## src/rtl/cpu_run_pkg.sv

```systemverilog
// Shared definitions for the run/step controller: FSM state encoding and width.
package cpu_run_pkg;

  localparam int STATE_W = 2;

  typedef enum logic [STATE_W-1:0] {
    ST_HOLD    = 2'd0,
    ST_PAUSED  = 2'd1,
    ST_RUNNING = 2'd2,
    ST_STEP    = 2'd3
  } run_state_t;

endpackage

```

## src/rtl/btn_debounce.sv

```systemverilog
// Button conditioner: 2-flop synchroniser, stability counter, and a one-cycle
// pulse on each accepted rising edge. Falling edges are accepted silently.
module btn_debounce #(
  parameter int DEBOUNCE_CYCLES = 1_000_000
) (
  input  logic i_clk,
  input  logic i_rst,
  input  logic i_btn,
  output logic o_pulse
);

  localparam int CW = $clog2(DEBOUNCE_CYCLES);
  localparam logic [CW-1:0] CNT_MAX = CW'(DEBOUNCE_CYCLES - 1);
  localparam logic [CW-1:0] CNT_ONE = CW'(1);

  logic [1:0]    r_sync;
  logic          r_stable;
  logic [CW-1:0] r_cnt;
  logic          r_pulse;
  logic          w_sync;

  assign w_sync  = r_sync[1];
  assign o_pulse = r_pulse;

  // The counter tracks consecutive clocks of disagreement; any agreement restarts it.
  always_ff @(posedge i_clk or posedge i_rst) begin
    if (i_rst) begin
      r_sync   <= 2'b00;
      r_stable <= 1'b0;
      r_cnt    <= '0;
      r_pulse  <= 1'b0;
    end else begin
      r_sync  <= {r_sync[0], i_btn};
      r_pulse <= 1'b0;
      if (w_sync == r_stable) begin
        r_cnt <= '0;
      end else if (r_cnt == CNT_MAX) begin
        r_cnt    <= '0;
        r_stable <= w_sync;
        r_pulse  <= w_sync;
      end else begin
        r_cnt <= r_cnt + CNT_ONE;
      end
    end
  end

endmodule

```

## src/rtl/cpu_run_ctrl.sv

```systemverilog
// Run/step controller driving the core's reset and halt: reset sequencing,
// free-run, timed single-cycle release, and button-driven single step.
module cpu_run_ctrl
  import cpu_run_pkg::*;
#(
  parameter int TICK_CYCLES     = 50_000_000,
  parameter int DEBOUNCE_CYCLES = 1_000_000,
  parameter int RST_HOLD_CYCLES = 16
) (
  input  logic               CLK100MHZ,
  input  logic               RST,
  input  logic               btn_step,
  input  logic               btn_run,
  input  logic               sw_mode,
  output logic               cpu_rst_n,
  output logic               cpu_halt,
  output logic [15:0]        step_count,
  output logic [STATE_W-1:0] run_state
);

  localparam int TW = $clog2(TICK_CYCLES);
  localparam logic [TW-1:0] TICK_MAX = TW'(TICK_CYCLES - 1);
  localparam logic [TW-1:0] TICK_ONE = TW'(1);
  localparam int HW = $clog2(RST_HOLD_CYCLES + 1);
  localparam logic [HW-1:0] HOLD_MAX = HW'(RST_HOLD_CYCLES - 1);
  localparam logic [HW-1:0] HOLD_ONE = HW'(1);

  run_state_t    r_state;
  run_state_t    w_next;
  logic [HW-1:0] r_hold;
  logic [TW-1:0] r_timer;
  logic          r_tick;
  logic [1:0]    r_mode_s;
  logic          r_rst_n;
  logic          r_halt;
  logic [15:0]   r_count;
  logic          w_step_p;
  logic          w_run_p;
  logic          w_release;

  btn_debounce #(.DEBOUNCE_CYCLES(DEBOUNCE_CYCLES)) u_db_step (
    .i_clk   (CLK100MHZ),
    .i_rst   (RST),
    .i_btn   (btn_step),
    .o_pulse (w_step_p)
  );

  btn_debounce #(.DEBOUNCE_CYCLES(DEBOUNCE_CYCLES)) u_db_run (
    .i_clk   (CLK100MHZ),
    .i_rst   (RST),
    .i_btn   (btn_run),
    .o_pulse (w_run_p)
  );

  // Halt is registered from the next state, so the core sees it in the cycle
  // the FSM occupies that state.
  always_comb begin
    w_next = r_state;
    case (r_state)
      ST_HOLD:    if (r_hold == HOLD_MAX) w_next = ST_PAUSED;
      ST_PAUSED: begin
        if (w_run_p)       w_next = ST_RUNNING;
        else if (w_step_p) w_next = ST_STEP;
      end
      ST_RUNNING: if (w_run_p) w_next = ST_PAUSED;
      ST_STEP:    w_next = ST_PAUSED;
      default:    w_next = ST_HOLD;
    endcase
    w_release = (w_next == ST_STEP) ||
                ((w_next == ST_RUNNING) &&
                 (r_mode_s[1] || ((r_state == ST_RUNNING) && r_tick)));
  end

  always_ff @(posedge CLK100MHZ or posedge RST) begin
    if (RST) begin
      r_state  <= ST_HOLD;
      r_hold   <= '0;
      r_timer  <= '0;
      r_tick   <= 1'b0;
      r_mode_s <= 2'b00;
      r_rst_n  <= 1'b0;
      r_halt   <= 1'b1;
      r_count  <= 16'd0;
    end else begin
      r_state  <= w_next;
      r_mode_s <= {r_mode_s[0], sw_mode};
      if ((r_state == ST_HOLD) && (r_hold != HOLD_MAX)) r_hold <= r_hold + HOLD_ONE;
      // Timer is held at zero outside RUNNING, which also clears it on entry.
      if (r_state != ST_RUNNING)  r_timer <= '0;
      else if (r_timer == TICK_MAX) r_timer <= '0;
      else                        r_timer <= r_timer + TICK_ONE;
      r_tick  <= (r_state == ST_RUNNING) && (r_timer == TICK_MAX);
      r_rst_n <= (w_next != ST_HOLD);
      r_halt  <= ~w_release;
      if (r_rst_n && !r_halt) r_count <= r_count + 16'd1;
    end
  end

  assign cpu_rst_n  = r_rst_n;
  assign cpu_halt   = r_halt;
  assign step_count = r_count;
  assign run_state  = r_state;

endmodule

```

## config.mk

```make
export PLATFORM = sky130hd
export DESIGN_NAME = cpu_run_ctrl
export DESIGN_NICKNAME = d
export VERILOG_FILES = /design/src/rtl/cpu_run_pkg.sv /design/src/rtl/btn_debounce.sv /design/src/rtl/cpu_run_ctrl.sv
export SDC_FILE = /design/constraint.sdc
export NUM_CORES = 1
export LEC_CHECK = 0
export CAP_MARGIN = 20
export CORE_MARGIN = 10
export CORE_UTILIZATION = 44
export DETAILED_ROUTE_END_ITERATION = 10
export REMOVE_ABC_BUFFERS = 1
export SLEW_MARGIN = 20
export SYNTH_ARGS = -nofsm -noshare
export SYNTH_HDL_FRONTEND = slang
export SYNTH_SLANG_ARGS = --single-unit
```

## constraint.sdc

```tcl
create_clock -name CLK100MHZ -period 3.55 [get_ports CLK100MHZ]
set_clock_uncertainty 0.15 [all_clocks]
set_input_delay 0.71 -clock CLK100MHZ [delete_from_list [all_inputs] [get_ports CLK100MHZ]]
set_output_delay 0.71 -clock CLK100MHZ [all_outputs]
set_load 0.02 [all_outputs]
```

* Word level (Yosys, flattened, before mapping)
Cells that the tools add are included.
Storage, ports and cells: register bits after elaboration 102, input bits 5, output and inout port bits 20, word-level logic and storage cells 64
Operators by class: add/subtract/negate cells 5, equal/unequal tests 13, muxes and demuxes 15, bitwise gates (word level) 3, reductions and logical operators 12
Operators by type and width (number):
- 20-bit 2-to-1 mux | 4
- 26-bit 2-to-1 mux | 2
- 20-bit by 1-bit adder with 20-bit output (second input constant) | 2
- 20-bit == test (second input constant) | 2
- 26-bit by 1-bit adder with 26-bit output (second input constant) | 1
- 26-bit == test (second input constant) | 1
- 16-bit by 1-bit adder with 16-bit output (second input constant) | 1
- 2-bit == test (second input constant) | 4
- 2-bit 2-to-1 mux | 4
- 2-bit one-hot mux with 4 select lines | 1
- 5-bit by 1-bit adder with 5-bit output (second input constant) | 1
- 5-bit by 4-bit == test with 1-bit output (second input constant) | 1
- 1-bit logical AND | 5
- 5-bit by 4-bit inequality test with 1-bit output (second input constant) | 1
- 1-bit 2-to-1 mux | 4
- 2-bit AND reduction | 2
- 1-bit inverter | 3
- 1-bit == test | 2
- 2-bit by 1-bit == test with 1-bit output (second input constant) | 1
- 2-bit zero test | 1
- 1-bit logical OR | 2
- 2-bit inequality test (second input constant) | 1
- 2-bit nonzero test | 1
- 1-bit zero test | 1

* Longest topological paths before layout
Gate-level depths: netlist of run 1.
depth in word-level cells 7, depth in mapped cells 7, depth with buffers taken out 7

* Modules after synthesis
From an unflattened synthesis of run 1, not the netlist that was laid out.
Second synthesis, totals: cells, all modules 457, area, all modules 4884.7 um^2
Modules (own cells, without submodules):
- cpu_run_ctrl | times used 1, cells each 239, area an instance 2549.9 um^2, sequential area each 1352.5 um^2
- btn_debounce (u_db_run) | times used 1, cells each 108, area an instance 1188.6 um^2, sequential area each 600.6 um^2
- btn_debounce (u_db_step) | times used 1, cells each 110, area an instance 1146.1 um^2, sequential area each 600.6 um^2

* Least setup slack after synthesis of run 1
OpenSTA, ideal clock, no wires.
path type register -> register, from register u_db_step.r_cnt[0], to register u_db_step.r_cnt[18], setup time 80 ps, arrival 1863 ps, data required time 3320 ps, path slack 1457 ps, cell stages (with the launch flop) 7, path buffers 1, clock period less this slack 2093 ps, cells stage by stage dfrtp_1 -> ha_1 -> nand2_1 -> or4_1 -> buf_2 -> or4_1 -> a21oi_1
Between the ends: cells in the longest elaborated chain, start to end 3, elaborated cells between the ends (all ways) 4
Ends and longest elaborated chain:
- start, declared | RTL line btn_debounce.sv:18 | logic [CW-1:0] r_cnt;
- start signal, assigned | RTL line btn_debounce.sv:42 | r_cnt <= r_cnt + CNT_ONE;
- 20-bit by 1-bit adder with 20-bit output / 20-bit == test (equally long branches) | RTL line btn_debounce.sv:42, btn_debounce.sv:37
- 20-bit 2-to-1 mux * | RTL line btn_debounce.sv:37 | end else if (r_cnt == CNT_MAX) begin
- 20-bit 2-to-1 mux * | RTL line btn_debounce.sv:35 | if (w_sync == r_stable) begin
Every way passes the cells marked *; elsewhere a longest branch is shown, timed or not. A chain may end at the register's enable or synchronous reset.

* Worst setup path after layout of run 1
from register u_db_run.r_cnt[0], to register u_db_run.r_cnt[2]
Between the ends: cells in the longest elaborated chain, start to end 3, elaborated cells between the ends (all ways) 4
Ends and longest elaborated chain (RTL line):
- start, declared | btn_debounce.sv:18
- start signal, assigned | btn_debounce.sv:42
- 20-bit by 1-bit adder with 20-bit output / 20-bit == test (equally long branches) | btn_debounce.sv:42, btn_debounce.sv:37
- 20-bit 2-to-1 mux * | btn_debounce.sv:37
- 20-bit 2-to-1 mux * | btn_debounce.sv:35
Marks and branches as above.

==> results of run 1 <==
==> layer usage <==
metal	vias to the layer above	wire length, um	global-route usage [%]
met4	0	148	4.46
met5	-	0	0
met1	1727	4430	15.9
li1	1760	-	-
met3	11	446	4.13
met2	54	4210	18.6
==> kinds of logic after synthesis <==
| logic type | synth area share [%] |
|---|---|
| compound gates | 6.81 |
| xor+xnor | 10.2 |
| fa+ha+maj | 1.56 |
| buf+inv | 2.52 |
| flops | 53.0 |
| mux | 0.701 |
| simple gates | 25.2 |
==> registers in the layout, indices dropped and copies added (netlist names), 2 cells and up <==
signal,count
r_timer,26
u_db_run.r_cnt,20
u_db_step.r_cnt,20
step_count,16
r_hold,5
r_mode_s,2
run_state,2
u_db_run.r_sync,2
u_db_step.r_sync,2
==> Yosys cell counts (all sizes together) <==
cell type / number
or4: 8
and2: 4
nand4b: 2
nor4b: 4
nor3b: 1
nor3: 10
a21oi: 26
dfstp: 1
nand2: 30
buf: 7
nand4: 21
and3b: 1
and4: 8
nand3b: 1
o41ai: 2
dfrtp: 101
or4b: 3
o21ai: 21
xor2: 22
nand3: 28
or3: 23
nor2: 52
ha: 6
and3: 9
inv: 19
xnor2: 34
o22ai: 1
nor4: 14
nor2b: 3
mux2: 3
o31ai: 7
a21o: 1
a31o: 1
clkbuf: 4
==> power by group <==
part           switching, uW  total [uW]  internal [uW]
registers               6.46        1180           1170
clock network            391         753            362
logic                   36.3        51.4           15.1
==> worst paths after layout <==
check | slack, ns | endpoint | cells after the start | start
worst max-delay path | 1.07 | u_db_run.r_cnt[2] | 6 | u_db_run.r_cnt[0]
worst min-delay path | 0.21 | u_db_step.r_sync[1] | 0 | u_db_step.r_sync[0]
worst max register to register | 1.07 | u_db_run.r_cnt[2] | 6 | u_db_run.r_cnt[0]
worst min register to register | 0.21 | u_db_step.r_sync[1] | 0 | u_db_step.r_sync[0]
max in group asynchronous | 1.96 | cpu_halt | 3 | RST
min in group asynchronous | 0.61 | u_db_step.r_cnt[3] | 2 | RST
==> worst max-delay path: stages, from the launching register on <==
cell     delay (ns)
dfrtp_1        0.38
ha_1           0.21
nand2_1        0.15
or3_1          0.44
o31ai_2        0.69
buf_4          0.30
nor2_1         0.07
==> stage by stage <==
stage	hold slack (ns)	power [uW]	instance area (um^2)	setup WS, ns	utilization (%)
2_1_floorplan	0.181	1230	4770	0.0162	-
3_3_place_gp	0.193	1250	5240	1.13	48.6
3_5_place_dp	0.192	1250	5240	1.07	48.6
4_1_cts	0.214	2010	5440	1.06	50.4
5_1_grt	0.226	2060	5440	0.862	50.4
6_report	0.210	1980	5440	1.07	50.4
==> area by class of cell <==
cell class,instances,share of cell area [%]
Inverter,19,1.36
Clock buffer,12,2.85
Timing Repair Buffer,29,5.33
Multi-Input combinational cell,346,39.5
Tap cell,140,3.22
Clock inverter,4,0.827
Sequential cell,102,46.9
==> out/summary.txt, run 1 <==
Post-route antenna net violation count: 0
Lkg Pwr: 0.00213 uW
Die area: 15,500 um^2
RSZ-0062 raised after global routing: false
Fmax achieved: 403 MHz
Endpoints failing setup: 0
Via-per-instance ratio: 5.45
I/O pin cnt: 25
WP data required: 3.67 ns
Gr ovfl total: 0
First-pass GRT wire length: 16,200 um
Seq cells post-synth: 102
Clock sinks: 102
Layout cells sized above 1: 6.84%
CTS Buf Count: 9
Non-filler cells, final: 652
Gpl congestion: 0.781
H-tree depth: 3
Post-synthesis cell type count: 40
Fillers: 1,008
DRT Pass-1 Iters: 4
All-layer global routing usage: 12.3%
Clock Tree Buf Depth: 2
DRT Wirelength: 9240 um
DRC: 0
Chip height: 125 um
Mapped Cells: 478
Worst Hold Class: register to register
Post-CTS setup repair buffer count: 0
Placed cell count: 636
Largest net degree at the start of global routing: 50
CORE AREA: 10,800 um^2
Routed len/inst: 14.2 um
Worst VDD drop: 0.304 mV
Most frequent cells in the layout: 101 x dfrtp_1, 52 x nor2_1, 34 x xnor2_1
Period Utilization, post-route: 69.9%
Vias: 3,552
Post-CTS sizing: 0
Die span in x: 125 um
Hold_buf cts: 0
Worst setup SP type: register
First DRT Iteration DRCs: 239
Synth top area cells: dfrtp_1 52%, xnor2_1 6.2%, nor2_1 4.1%
Clock latency on the worst-skew pair: 0.38 ns
CTS root buf: clkbuf_8
Max Slew Vio Count: 0
Syn Area/Cell: 10.1 um^2
Area grow syn2layout: 13.0%
Setup crit end kind: register
Commonest non-fill, non-tap cell in the layout: dfrtp_1
Initial Util: 44.6%
CTS tree: yes
Clk pin slew, worst setup/hold paths: 0.09 ns
Status: completed
Antenna cell count: 0
Setup CP Type: register to register
Synth top area share: 52.5%
Multi-input gate area: 2150 um^2
Syn Std Cell Area: 4820 um^2
Port Buffers: 24
Final Hold Violating Endpoints: 0
# rows: 38
Number of max-cap violations: 0
Crit-path max FO: 11
Area leader, netlist: dfrtp_1
Final Critical Period: 2.48 ns
Slew @ Worst Pin: 0.735 ns
Register area: 2550 um^2
Rel. slew slack: 50.7%
Power Density: 364 nW/um^2
Crit path DAT: 2.60 ns
Post-synthesis sequential area ratio: 53.0%
Setup TNS: 0 ns
Ys Warns: 0
Nets: 518
Initial antenna violation count: 0
Vias in the first global route: 3,404
HPWL after DPL: 6500 um
No activity file was read; power rests on OpenSTA's default activity.
==> run 2: changes to the inputs <==
clock period = 2.1 ns   (was 3.55 ns; I/O delays follow)
==> run 2 against run 1 <==
Compared with the run above:
- sequential power increased by 69%
- register-to-register slack got worse by 0.98 ns
- clock-buffer cell count unchanged
- worst setup slack got worse by 1.0 ns
- worst hold slack got worse by 0.00093 ns
- critical path type is now register to output pin
- highest routed layer unchanged
==> out/summary.txt, run 2 (synthesized netlist as in run 1, its figures left out) <==
Status: completed
Gpl congestion: 0.797 (+2.0%)
Chip height: 125 um (unchanged)
Max Slew Vio Count: 0 (unchanged)
Initial antenna violation count: 0 (unchanged)
Multi-input gate area: 2200 um^2 (+2.3%)
Register area: 2550 um^2 (unchanged)
Period Utilization, post-route: 96.8%
First-pass GRT wire length: 16,300 um (+0.13%)
Power Density: 564 nW/um^2 (+55%)
Die area: 15,500 um^2 (unchanged)
Largest reg by FF count: r_timer
Die span in x: 125 um (unchanged)
# rows: 38 (unchanged)
DRT Pass-1 Iters: 4 (unchanged)
CTS root buf: clkbuf_8
Final Hold Violating Endpoints: 0 (unchanged)
Setup TNS: 0 ns (unchanged)
I/O pin cnt: 25 (unchanged)
Post-route antenna net violation count: 0 (unchanged)
Slowest CP cell: clkdlybuf4s50_1
Biggest regs: r_timer (26), u_db_run.r_cnt (20), u_db_step.r_cnt (20)
HPWL after DPL: 6620 um (+1.9%)
Clock Tree Buf Depth: 2 (unchanged)
CTS Buf Count: 9 (unchanged)
Worst setup SP type: register
Most frequent cells in the layout: 101 x dfrtp_1, 52 x nor2_1, 34 x xnor2_1
Rel. slew slack: 58.7% (+8.0 points)
Fin util: 52.5% (+2.1 points)
R2R setup slack: 0.09 ns (-0.98 ns)
Clock sinks: 102 (unchanged)
Nets: 543 (+4.8%)
CP max stage delay: 0.64 ns (-0.05 ns)
Buf+Inv Stages, Crit Path: 1 (unchanged)
Area grow syn2layout: 17.7%
Endpoints failing setup: 0 (unchanged)
Number of max-cap violations: 0 (unchanged)
Fmax achieved: 492 MHz
Crit path DAT: 1.46 ns (-1.14 ns)
Origin of the critical flop-to-flop path: u_db_run.r_cnt[0]
Vias: 3,633 (+2.3%)
Commonest non-fill, non-tap cell in the layout: dfrtp_1
Clock latency on the worst-skew pair: 0.37 ns (about the same)
Worst Hold Launch: u_db_step.r_sync[0]
Worst Hold Class: register to register
Hold Path End: u_db_step.r_sync[1]
Setup crit end kind: output pin
Lkg Pwr: 0.00230 uW (+8.1%)
CORE AREA: 10,800 um^2 (unchanged)
Layout cells sized above 1: 12.3% (+5.5 points)
Port Buffers: 24 (unchanged)
Setup CP Type: register to output pin
Worst VDD drop: 0.443 mV (+46%)
Crit-path max FO: 6 (-5)
All-layer global routing usage: 12.2% (-0.074 points)
Gr ovfl total: 0 (unchanged)
Vias in the first global route: 3,496 (+2.7%)
Hold_buf cts: 0 (unchanged)
H-tree depth: 3 (unchanged)
Slew @ Worst Pin: 0.614 ns (-0.122 ns)
Antenna cell count: 0 (unchanged)
Initial Util: 44.6% (unchanged)
Fillers: 975 (-3.3%)
Max reg flops: 26 (unchanged)
Final Critical Period: 2.03 ns
Worst-case reg-to-reg path depth: 5 (-1)
Reg2reg end: u_db_run.r_cnt[18]
CP top delay family: buffers and inverters
Clk pin slew, worst setup/hold paths: 0.09 ns (about the same)
CTS tree: yes
DRT Wirelength: 9340 um (+1.2%)
Hold depth: 0 (unchanged)
CP cell instances: clkdlybuf4s50_1
First DRT Iteration DRCs: 252 (+5.4%)
Via-per-instance ratio: 5.37 (-1.5%)
DRC: 0 (unchanged)
Routed len/inst: 13.8 um (-2.6%)
Largest net degree at the start of global routing: 54 (+8.0%)
WP data required: 1.53 ns (-2.14 ns)
## run 2: changes by cell type in the layout (fill, tap and decap cells not counted), moves of 2 or more
cell / delta
or3_1: -3
clkdlybuf4s50_1: -5
or4_1: -2
or3_4: +3
dlymetal6s2s_1: +3
buf_4: +23
dlygate4sd2_1: +2
or4_4: +2
## run 2: layer usage
| layer | wire length [um] | part of all wire [%] | track usage (%) |
|---|---|---|---|
| met1 | 4450 | 48 | 15.7 |
| met2 | 4350 | 47 | 18.9 |
| met3 | 423 | 4.5 | 4.68 |
| met4 | 115 | 1.2 | 3.08 |
| met5 | 0 | 0 | 0 |
## run 2: layout make-up
cell class	instances	area share, %
Clock buffer	12	2.56
Clock inverter	4	0.397
Tap cell	140	3.09
Timing Repair Buffer	54	8.81
Inverter	19	1.30
Multi-Input combinational cell	346	38.8
Sequential cell	102	45.0
## run 2: report_power, final
part	switching [uW]	internal, uW	total [uW]
Clock	648	459	1110
Sequential	10.0	1980	1990
Combinational	65.5	36.6	102
Total	723	2470	3200
## run 2: worst reg2reg max path: stages (launching register included)
cell	delay [ns]
dfrtp_1	0.38
ha_1	0.21
nand2_1	0.14
or3_4	0.43
or4_1	0.48
a21oi_1	0.15
## run 2: how the worst max path moves through the flow
stage                            start             endpoint  slack, ns  depth (start not counted)
CTS                       run_state[0]         run_state[0]       0.01                          1
detailed placement  u_db_step.r_cnt[1]  u_db_step.r_cnt[18]      -0.05                          5
global route        u_db_run.r_cnt[16]    u_db_run.r_cnt[9]     -0.001                          5
floorplan                          RST            cpu_rst_n      -1.14                          1
global placement    u_db_step.r_cnt[1]  u_db_step.r_cnt[18]       0.03                          5
finish                   step_count[5]        step_count[5]       0.07                          1
## run 2: timing repair
action | CTS | global route
setup endpoints to repair | 7 | 40
resized for setup | 4 | 11
pin swaps | 0 | 2
buffers inserted | 0 | 4
gates cloned | 0 | 0
## run 2: stage by stage
stage / total power, uW / area, um^2 / std cells / hold WS (ns) / setup WS, ns
2_1_floorplan: 2080 / 4770 / 467 / 0.181 / -1.14
3_3_place_gp: 2130 / 5410 / 657 / 0.186 / 0.0314
3_5_place_dp: 2130 / 5410 / 657 / 0.194 / -0.0539
4_1_cts: 3250 / 5590 / 673 / 0.215 / 0.0127
5_1_grt: 3350 / 5670 / 677 / 0.226 / -0.000960
6_report: 3200 / 5670 / 677 / 0.210 / 0.0664
==> run 3: changes to the inputs <==
MAX_ROUTING_LAYER = met4   (was not set)
==> run 3 against run 2 <==
Compared with the run above:
- cell count unchanged
- fmax increased by 0.34%
- largest cell class unchanged
- first-iteration DRC count grew 2.0%
- register-to-register slack about the same
- die area unchanged
- critical path depth unchanged
- worst setup slack better by 0.0069 ns
- sequential power barely moved
- worst hold slack about the same
- power is 0.16% lower
==> out/summary.txt, run 3 (synthesized netlist as in run 1, its figures left out) <==
CP cell instances: clkdlybuf4s50_1
Post-route antenna net violation count: 0 (unchanged)
Slew @ Worst Pin: 0.611 ns (-0.00263 ns)
Vias: 3,623 (-0.28%)
Area grow syn2layout: 17.7% (unchanged)
Clk pin slew, worst setup/hold paths: 0.09 ns (about the same)
Buf+Inv Stages, Crit Path: 1 (unchanged)
Crit-path max FO: 6 (unchanged)
Part of the power in registers: 62.3% (about the same)
Setup crit end kind: output pin
Worst setup SP type: register
Largest net degree at the start of global routing: 54 (unchanged)
Status: completed
CTS Buf Count: 9 (unchanged)
Clock Tree Buf Depth: 2 (unchanged)
Setup CP Type: register to output pin
Lkg Pwr: 0.00230 uW (unchanged)
Nets: 543 (unchanged)
Vias in the first global route: 3,498 (+0.057%)
Gr ovfl total: 0 (unchanged)
Via-per-instance ratio: 5.35 (-0.28%)
Post-Layout Inst Area: 5670 um^2 (unchanged)
DRC: 0 (unchanged)
Area after DPL: 5410 um^2 (unchanged)
Crit path DAT: 1.46 ns (about the same)
Max Slew Vio Count: 0 (unchanged)
First DRT Iteration DRCs: 257 (+2.0%)
DRT Wirelength: 9340 um (about the same)
Biggest regs: r_timer (26), u_db_run.r_cnt (20), u_db_step.r_cnt (20)
Port Buffers: 24 (unchanged)
Max reg flops: 26 (unchanged)
Antenna cell count: 0 (unchanged)
Commonest non-fill, non-tap cell in the layout: dfrtp_1
Die span in x: 125 um (unchanged)
# rows: 38 (unchanged)
First-pass GRT wire length: 16,200 um (about the same)
Worst Hold Class: register to register
Period Utilization, post-route: 96.5% (-0.33 points)
Chip height: 125 um (unchanged)
Sw power: 718 uW (-0.72%)
Layout cells sized above 1: 12.3% (unchanged)
Initial antenna violation count: 0 (unchanged)
Most frequent cells in the layout: 101 x dfrtp_1, 52 x nor2_1, 34 x xnor2_1
Switching share of power: 22.5% (-0.13 points)
Initial Util: 44.6% (unchanged)
Fmax achieved: 493 MHz (+0.34%)
CP max stage delay: 0.64 ns (about the same)
CTS root buf: clkbuf_8
All-layer global routing usage: 12.5% (+0.32 points)
WP data required: 1.53 ns (about the same)
DRT Pass-1 Iters: 5 (+1)
Clk pwr share: 34.5% (about the same)
Number of max-cap violations: 0 (unchanged)
Die area: 15,500 um^2 (unchanged)
Slowest CP cell: clkdlybuf4s50_1
Register area: 2550 um^2 (unchanged)
I/O pin cnt: 25 (unchanged)
Final Critical Period: 2.03 ns (-0.00685 ns)
Setup TNS: 0 ns (unchanged)
Gpl congestion: 0.809 (+1.4%)
Largest reg by FF count: r_timer
Power Density: 563 nW/um^2 (-0.16%)
Fillers: 975 (unchanged)
Multi-input gate area: 2200 um^2 (unchanged)
CP top delay family: buffers and inverters
Clock latency on the worst-skew pair: 0.37 ns (about the same)
Worst VDD drop: 0.443 mV (about the same)
H-tree depth: 3 (unchanged)
WHS: 0.210 ns (-0.0000130 ns)
CORE AREA: 10,800 um^2 (unchanged)
Comb power frac: 3.2% (about the same)
Internal: 2470 uW (about the same)
Final Hold Violating Endpoints: 0 (unchanged)
Hold_buf cts: 0 (unchanged)
Routed len/inst: 13.8 um (about the same)
CTS tree: yes
Rel. slew slack: 58.9% (+0.18 points)
Endpoints failing setup: 0 (unchanged)
HPWL after DPL: 6620 um (unchanged)
Clock sinks: 102 (unchanged)
[run 3: cell counts in the layout (fill, tap and decap cells not counted)]
Identical to the previous run, type by type.
[run 3: what timing repair did]
action / CTS / global route
setup buffers: 0 / 4
resized for setup: 4 / 11
endpoints found under the hold margin: 0 / 0
setup endpoints to repair: 7 / 40
pin swaps: 0 / 2
[run 3: final cells by class]
type | instances | area share, %
clock buffer | 12 | 2.56
clock inverter | 4 | 0.397
inverter | 19 | 1.30
multi-input combinational | 346 | 38.8
sequential | 102 | 45.0
tap | 140 | 3.09
timing repair buffer | 54 | 8.81
[run 3: layer usage]
| metal | vias to the layer above | wire, um | global-route usage (%) | share of wire [%] |
|---|---|---|---|---|
| met3 | 9 | 366 | 4.55 | 3.9 |
| met5 | - | 0 | - | 0 |
| met2 | 52 | 4380 | 18.9 | 47 |
| met4 | 0 | 101 | 3.08 | 1.1 |
| li1 | 1816 | - | - | - |
| met1 | 1746 | 4490 | 15.7 | 48 |
[run 3: worst paths after layout]
check	startpoint	endpoint	slack [ns]	cells after the start
worst max-delay path	step_count[5]	step_count[5]	0.07	1
worst max register to register	u_db_run.r_cnt[0]	u_db_run.r_cnt[18]	0.09	5
worst min-delay path	u_db_step.r_sync[0]	u_db_step.r_sync[1]	0.21	0
worst min register to register	u_db_step.r_sync[0]	u_db_step.r_sync[1]	0.21	0
min in group asynchronous	RST	u_db_step.r_cnt[4]	0.30	3
max in group asynchronous	RST	cpu_halt	1.22	3
[run 3: through the flow]
| stage | setup WS, ns | total power [uW] | instances | util [%] |
|---|---|---|---|---|
| finish | 0.0732 | 3190 | 677 | 52.5 |
| global route | -0.00166 | 3350 | 677 | 52.5 |
| CTS | 0.0127 | 3250 | 673 | 51.8 |
| detailed placement | -0.0539 | 2130 | 657 | 50.2 |
| global placement | 0.0314 | 2130 | 657 | 50.2 |
| floorplan | -1.14 | 2080 | 467 | - |
[run 3: power groups by stage]
stage | clock network, uW | registers (uW) | logic [uW]
after global routing | 1240 | 1990 | 119
after floorplan | 0 | 2030 | 54.6
final | 1100 | 1990 | 102
after CTS | 1160 | 1990 | 102
after global placement | 0 | 2030 | 99.7
after detailed placement | 0 | 2030 | 102
==> patch 1, RTL diff (settings of run 3) <==
Reset style: synchronous (`RST` and `i_rst`), changed in 2 clocked blocks.
--- a/src/rtl/btn_debounce.sv
+++ b/src/rtl/btn_debounce.sv
@@ -24,5 +24,5 @@
 
   // The counter tracks consecutive clocks of disagreement; any agreement restarts it.
-  always_ff @(posedge i_clk or posedge i_rst) begin
+  always_ff @(posedge i_clk) begin
     if (i_rst) begin
       r_sync   <= 2'b00;
--- a/src/rtl/cpu_run_ctrl.sv
+++ b/src/rtl/cpu_run_ctrl.sv
@@ -72,5 +72,5 @@
   end
 
-  always_ff @(posedge CLK100MHZ or posedge RST) begin
+  always_ff @(posedge CLK100MHZ) begin
     if (RST) begin
       r_state  <= ST_HOLD;
Formal check against the unedited RTL: same outputs for any inputs over 10 cycles, from zero or initial values and one cycle with RST high; that may be too few to reach the edited logic, so the function may still have changed.
==> patch 1 against run 3 <==
Synthesized area is 7.4% lower; via count up 1.3%; maximum frequency is 0.91% higher; sequential cell count stayed put; worst hold slack improved by 0.090 ns; design area fell by 8.4%; global-route usage increased by 0.75 points; setup slack better by 0.018 ns; sequential share of layout area down 5.7 points; first-iteration DRC count is 8.9% higher; total power shrank 0.19%; routed wire length is 3.8% lower; largest cell class is now multi-input gates; highest routed layer unchanged.
==> patch 1: results (changes against run 3) <==
P_sw=0.736 mW (was 0.718 mW); hold_sp=r_mode_s[1] (was u_db_step.r_sync[0]); asr flop ratio synth=0 (was 1.00); total track usage=0.133 (was 0.125); post-CTS sizing=1 (was 4); vias in the first global route=3537 (was 3498); ranking of synthesized cells by area=dfxtp_1, nor2_1, xnor2_1 (was dfrtp_1, xnor2_1, nor2_1); largest net degree at the start of global routing=29 (was 54); fillers=952 (was 975); placed insts=667 (was 657); share of cells above drive strength 1=0.0800 (was 0.123); Post-DP HPWL=6310 µm (was 6620 µm); worst r2r src=u_db_step.r_cnt[6] (was u_db_run.r_cnt[0]); drt wl/cell=13.2 µm (was 13.8 µm); Yosys cell types=42 (was 40); commonest cells in the netlist=dfxtp_1, nor2_1, a21oi_1 (was dfrtp_1, nor2_1, xnor2_1); Nets=556 (was 543); Setup crit start=step_count[12] (was step_count[5]); status=completed (unchanged); sequential-to-total area share from yosys stat=0.458 (was 0.530); first-pass detailed-route iteration total=4 (was 5); Rel. slew slack=0.633 (was 0.589); via/cell ratio=5.37 (was 5.35); met1 global-route usage=0.158 (was 0.157); M2 GR Usage=0.207 (was 0.189); Worst VDD drop=0.000385 V (was 0.000443 V); initial DRC count=280 (was 257); Avg Synthesized Cell Area=8.82 µm² (was 10.1 µm²); first-pass GRT wire length=15900 µm (was 16200 µm); fmax=0.498 GHz (was 0.493 GHz); LEAKAGE=1.65 nW (was 2.30 nW); routability cong.=0.812 (was 0.809)
patch 1: changes by cell type after synthesis, sizes merged, moves of 4 or more:
cell and delta:
a21oi +6, clkbuf +5, nor3 -4, dfrtp -101, xnor2 -7, inv -7, nor2b +5, dfxtp +102
or4 +9, o31ai +9, or3 -6, nor2 +15
patch 1: layout make-up:
| class | instances | area share |
|---|---|---|
| repair buffers | 45 | 0.0851 |
| inverters | 12 | 0.00867 |
| clock inverters | 6 | 0.0101 |
| flip-flops and latches | 102 | 0.393 |
| clock buffers | 10 | 0.0265 |
| multi-input cells | 375 | 0.444 |
| well taps | 133 | 0.0320 |
patch 1: power by group through the flow:
stage,logic [mW],clock network [mW],registers (mW)
final,0.0526,1.18,1.95
after global routing,0.0598,1.32,1.95
after CTS,0.0540,1.24,1.95
after detailed placement,0.0537,0,2.00
after global placement,0.0514,0,2.00
after floorplan,0.0206,0,1.99
patch 1: worst register-to-register path: stages, from the launching register on:
cell	delay [ns]
dfxtp_1	0.47
nand4_2	0.18
or3_1	0.45
or4_1	0.50
a21oi_1	0.16
patch 1: cells by family after synthesis:
family	Yosys count	share of synthesized area
multiplexers	3	0.00673
AO/OA/AOI/OAI	71	0.0926
buffers and inverters	29	0.0261
adder cells (fa/ha/maj)	6	0.0168
XOR/XNOR	52	0.102
AND/OR/NAND/NOR	243	0.298
flip-flops	102	0.458
patch 1: worst paths after layout:
kind	to	slack [ns]	cells past startpoint
hold / removal	cpu_halt	0.30	1
setup reg to reg	u_db_step.r_cnt[19]	0.14	4
setup / recovery	step_count[12]	0.09	1
hold reg to reg	cpu_halt	0.30	1
patch 1: per-stage QoR:
| stage | instance area (µm²) | worst slack (ns) |
|---|---|---|
| 2_1_floorplan | 4390 | -0.00570 |
| 4_1_cts | 5180 | 0.00341 |
| 3_5_place_dp | 4990 | 0.130 |
| 5_1_grt | 5190 | 0.0109 |
| 6_report | 5190 | 0.0915 |
| 3_3_place_gp | 4990 | 0.154 |
patch 1: routing by layer:
layer,share of wire,wire (µm)
met4,0.012,110
met1,0.49,4380
met2,0.45,4070
met5,0,0
met3,0.047,423
==> patch 2, RTL diff (flow settings as in run 3) <==
Made on the original files. Change the parameter `TICK_CYCLES` from 50_000_000 to 100_000_000.
--- a/src/rtl/cpu_run_ctrl.sv
+++ b/src/rtl/cpu_run_ctrl.sv
@@ -4,5 +4,5 @@
   import cpu_run_pkg::*;
 #(
-  parameter int TICK_CYCLES     = 50_000_000,
+  parameter int TICK_CYCLES     = 100_000_000,
   parameter int DEBOUNCE_CYCLES = 1_000_000,
   parameter int RST_HOLD_CYCLES = 16
Function: same outputs for any inputs over 10 cycles, from zero or initial values and one cycle with RST high; that may be too few to reach the edited logic, so the function may still have changed.
==> patch 2 against run 3 <==
Synthesized cell count decreased by 2.5%; maximum frequency is 0.40% higher; synthesized area increased by 0.62%; setup slack better by 0.0080 ns; design area rose by 1.5%; core utilization grew 0.81 points; total power grew 11%; sequential share of layout area shrank 0.25 points; sequential cell count rose by 1; register-to-register slack hardly changed; worst hold slack worse by 0.033 ns; largest cell class unchanged; highest routed layer unchanged; cell count shrank 1.3%; routed wire length grew 2.4%.
==> patch 2: results (changes against run 3) <==
status=completed (unchanged); Synth Area in XOR/XNOR=0.101 (was 0.102); fillers=962 (was 975); Mapped Cells=466 (was 478); drt wl/cell=14.3 µm (was 13.8 µm); mux contribution to synthesized area=0.0134 (was 0.00701); ys flop type=dfrtp_1 (unchanged); Nets=534 (was 543); clk slew on worst S/H paths=0.10 ns; largest net degree at the start of global routing=37 (was 54); crit path max fanout=5 (was 6); share of cells above drive strength 1=0.129 (was 0.123); Skew-Pair Late Insertion Delay=about 0.38 ns; CTS Buffer Depth=2 (unchanged); worst path arrival time=between 1 and 1.5 ns; placed insts=651 (was 657); vias in the first global route=3509 (was 3498); first-pass detailed-route iteration total=4 (was 5); Worst VDD drop=0.000466 V (was 0.000443 V); Num CTS Buffers=9 (unchanged); setup TNS=0 ns (unchanged); number of remaining DRC errors=0 (unchanged); Largest regs=r_timer (27), u_db_run.r_cnt (20), u_db_step.r_cnt (20) (was r_timer (26), u_db_run.r_cnt (20), u_db_step.r_cnt (20)); Crit path largest cell delay=0.64 ns (about the same); diodes inserted=0 (unchanged); Synth Area in Compound Gates=0.0700 (was 0.0681); slew at the pin with the worst max-slew slack=0.460 ns (was 0.611 ns); Post-DP HPWL=6750 µm (was 6620 µm); via/cell ratio=5.37 (was 5.35); Min-Delay Path Class=in -> async (was reg -> reg); I/O Buffers=24 (unchanged); crit-path leading delay family=buffers and inverters (unchanged); synth warn=0 (unchanged); initial antenna violation count=0 (unchanged); Vias=3588 (was 3623); sw frac=0.221 (was 0.225); LEAKAGE=2.34 nW (was 2.30 nW); initial DRC count=235 (was 257); routability cong.=0.826 (was 0.809); Post-DP Area=0.00551 mm² (was 0.00541 mm²); clock power share=0.400 (was 0.345); Clock Root Buffer=clkbuf_8 (unchanged); CP max stage cell=clkdlybuf4s50_1 (unchanged); commonest cells in the netlist=dfrtp_1, nor2_1, xnor2_1 (unchanged); combinational share of power=0.031; Yosys cell types=48 (was 40); total track usage=0.130 (was 0.125); H-tree Lvls=3 (unchanged); sequential-to-total area share from yosys stat=0.532 (was 0.530); pre-CTS setup slack=0.0628 ns (was -0.0539 ns); Post-Synth Adder-Cell Area=0.0155 (was 0.0156); first-pass GRT wire length=16800 µm (was 16200 µm); ranking of synthesized cells by area=dfrtp_1, xnor2_1, nor2_1 (unchanged)
-- patch 2: stage by stage --
step	total power, mW	util
2_1_floorplan	2.10	-
3_3_place_gp	2.15	0.510
3_5_place_dp	2.16	0.510
4_1_cts	3.58	0.531
5_1_grt	3.68	0.533
6_report	3.53	0.533
-- patch 2: what timing repair did --
item,CTS,global route
endpoints found under the setup margin,3,7
gates resized for setup,3,5
buffers inserted,0,1
-- patch 2: cell type report --
type | instances | area (µm²) | share of cell area
Sequential cell | 103 | 2580 | 0.448
Tap cell | 140 | 175 | 0.0304
Clock buffer | 10 | 138 | 0.0239
Inverter | 14 | 55.1 | 0.00956
Multi-Input combinational cell | 338 | 2180 | 0.379
Timing Repair Buffer | 57 | 539 | 0.0937
Clock inverter | 6 | 91.3 | 0.0159
-- patch 2: final timing paths --
check | startpoint | end | slack, ns | depth (start not counted)
hold / removal | RST | r_timer[0] | 0.18 | 2
hold reg to reg | u_db_run.r_sync[0] | u_db_run.r_sync[1] | 0.21 | 0
setup reg to reg | u_db_step.r_cnt[9] | u_db_step.r_cnt[17] | 0.09 | 4
min in group CLK100MHZ | u_db_run.r_sync[0] | u_db_run.r_sync[1] | 0.21 | 0
setup / recovery | step_count[11] | step_count[11] | 0.08 | 1
max in group asynchronous | RST | step_count[0] | 1.08 | 3
-- patch 2: routing by layer --
| metal | vias up | track usage | share of wire | wire length, µm |
|---|---|---|---|---|
| met3 | 12 | 0.0460 | 0.037 | 357 |
| met5 | - | - | 0 | 0 |
| met4 | 0 | 0.0312 | 0.0097 | 93 |
| met1 | 1752 | 0.165 | 0.48 | 4610 |
| li1 | 1787 | - | - | - |
| met2 | 37 | 0.194 | 0.47 | 4500 |
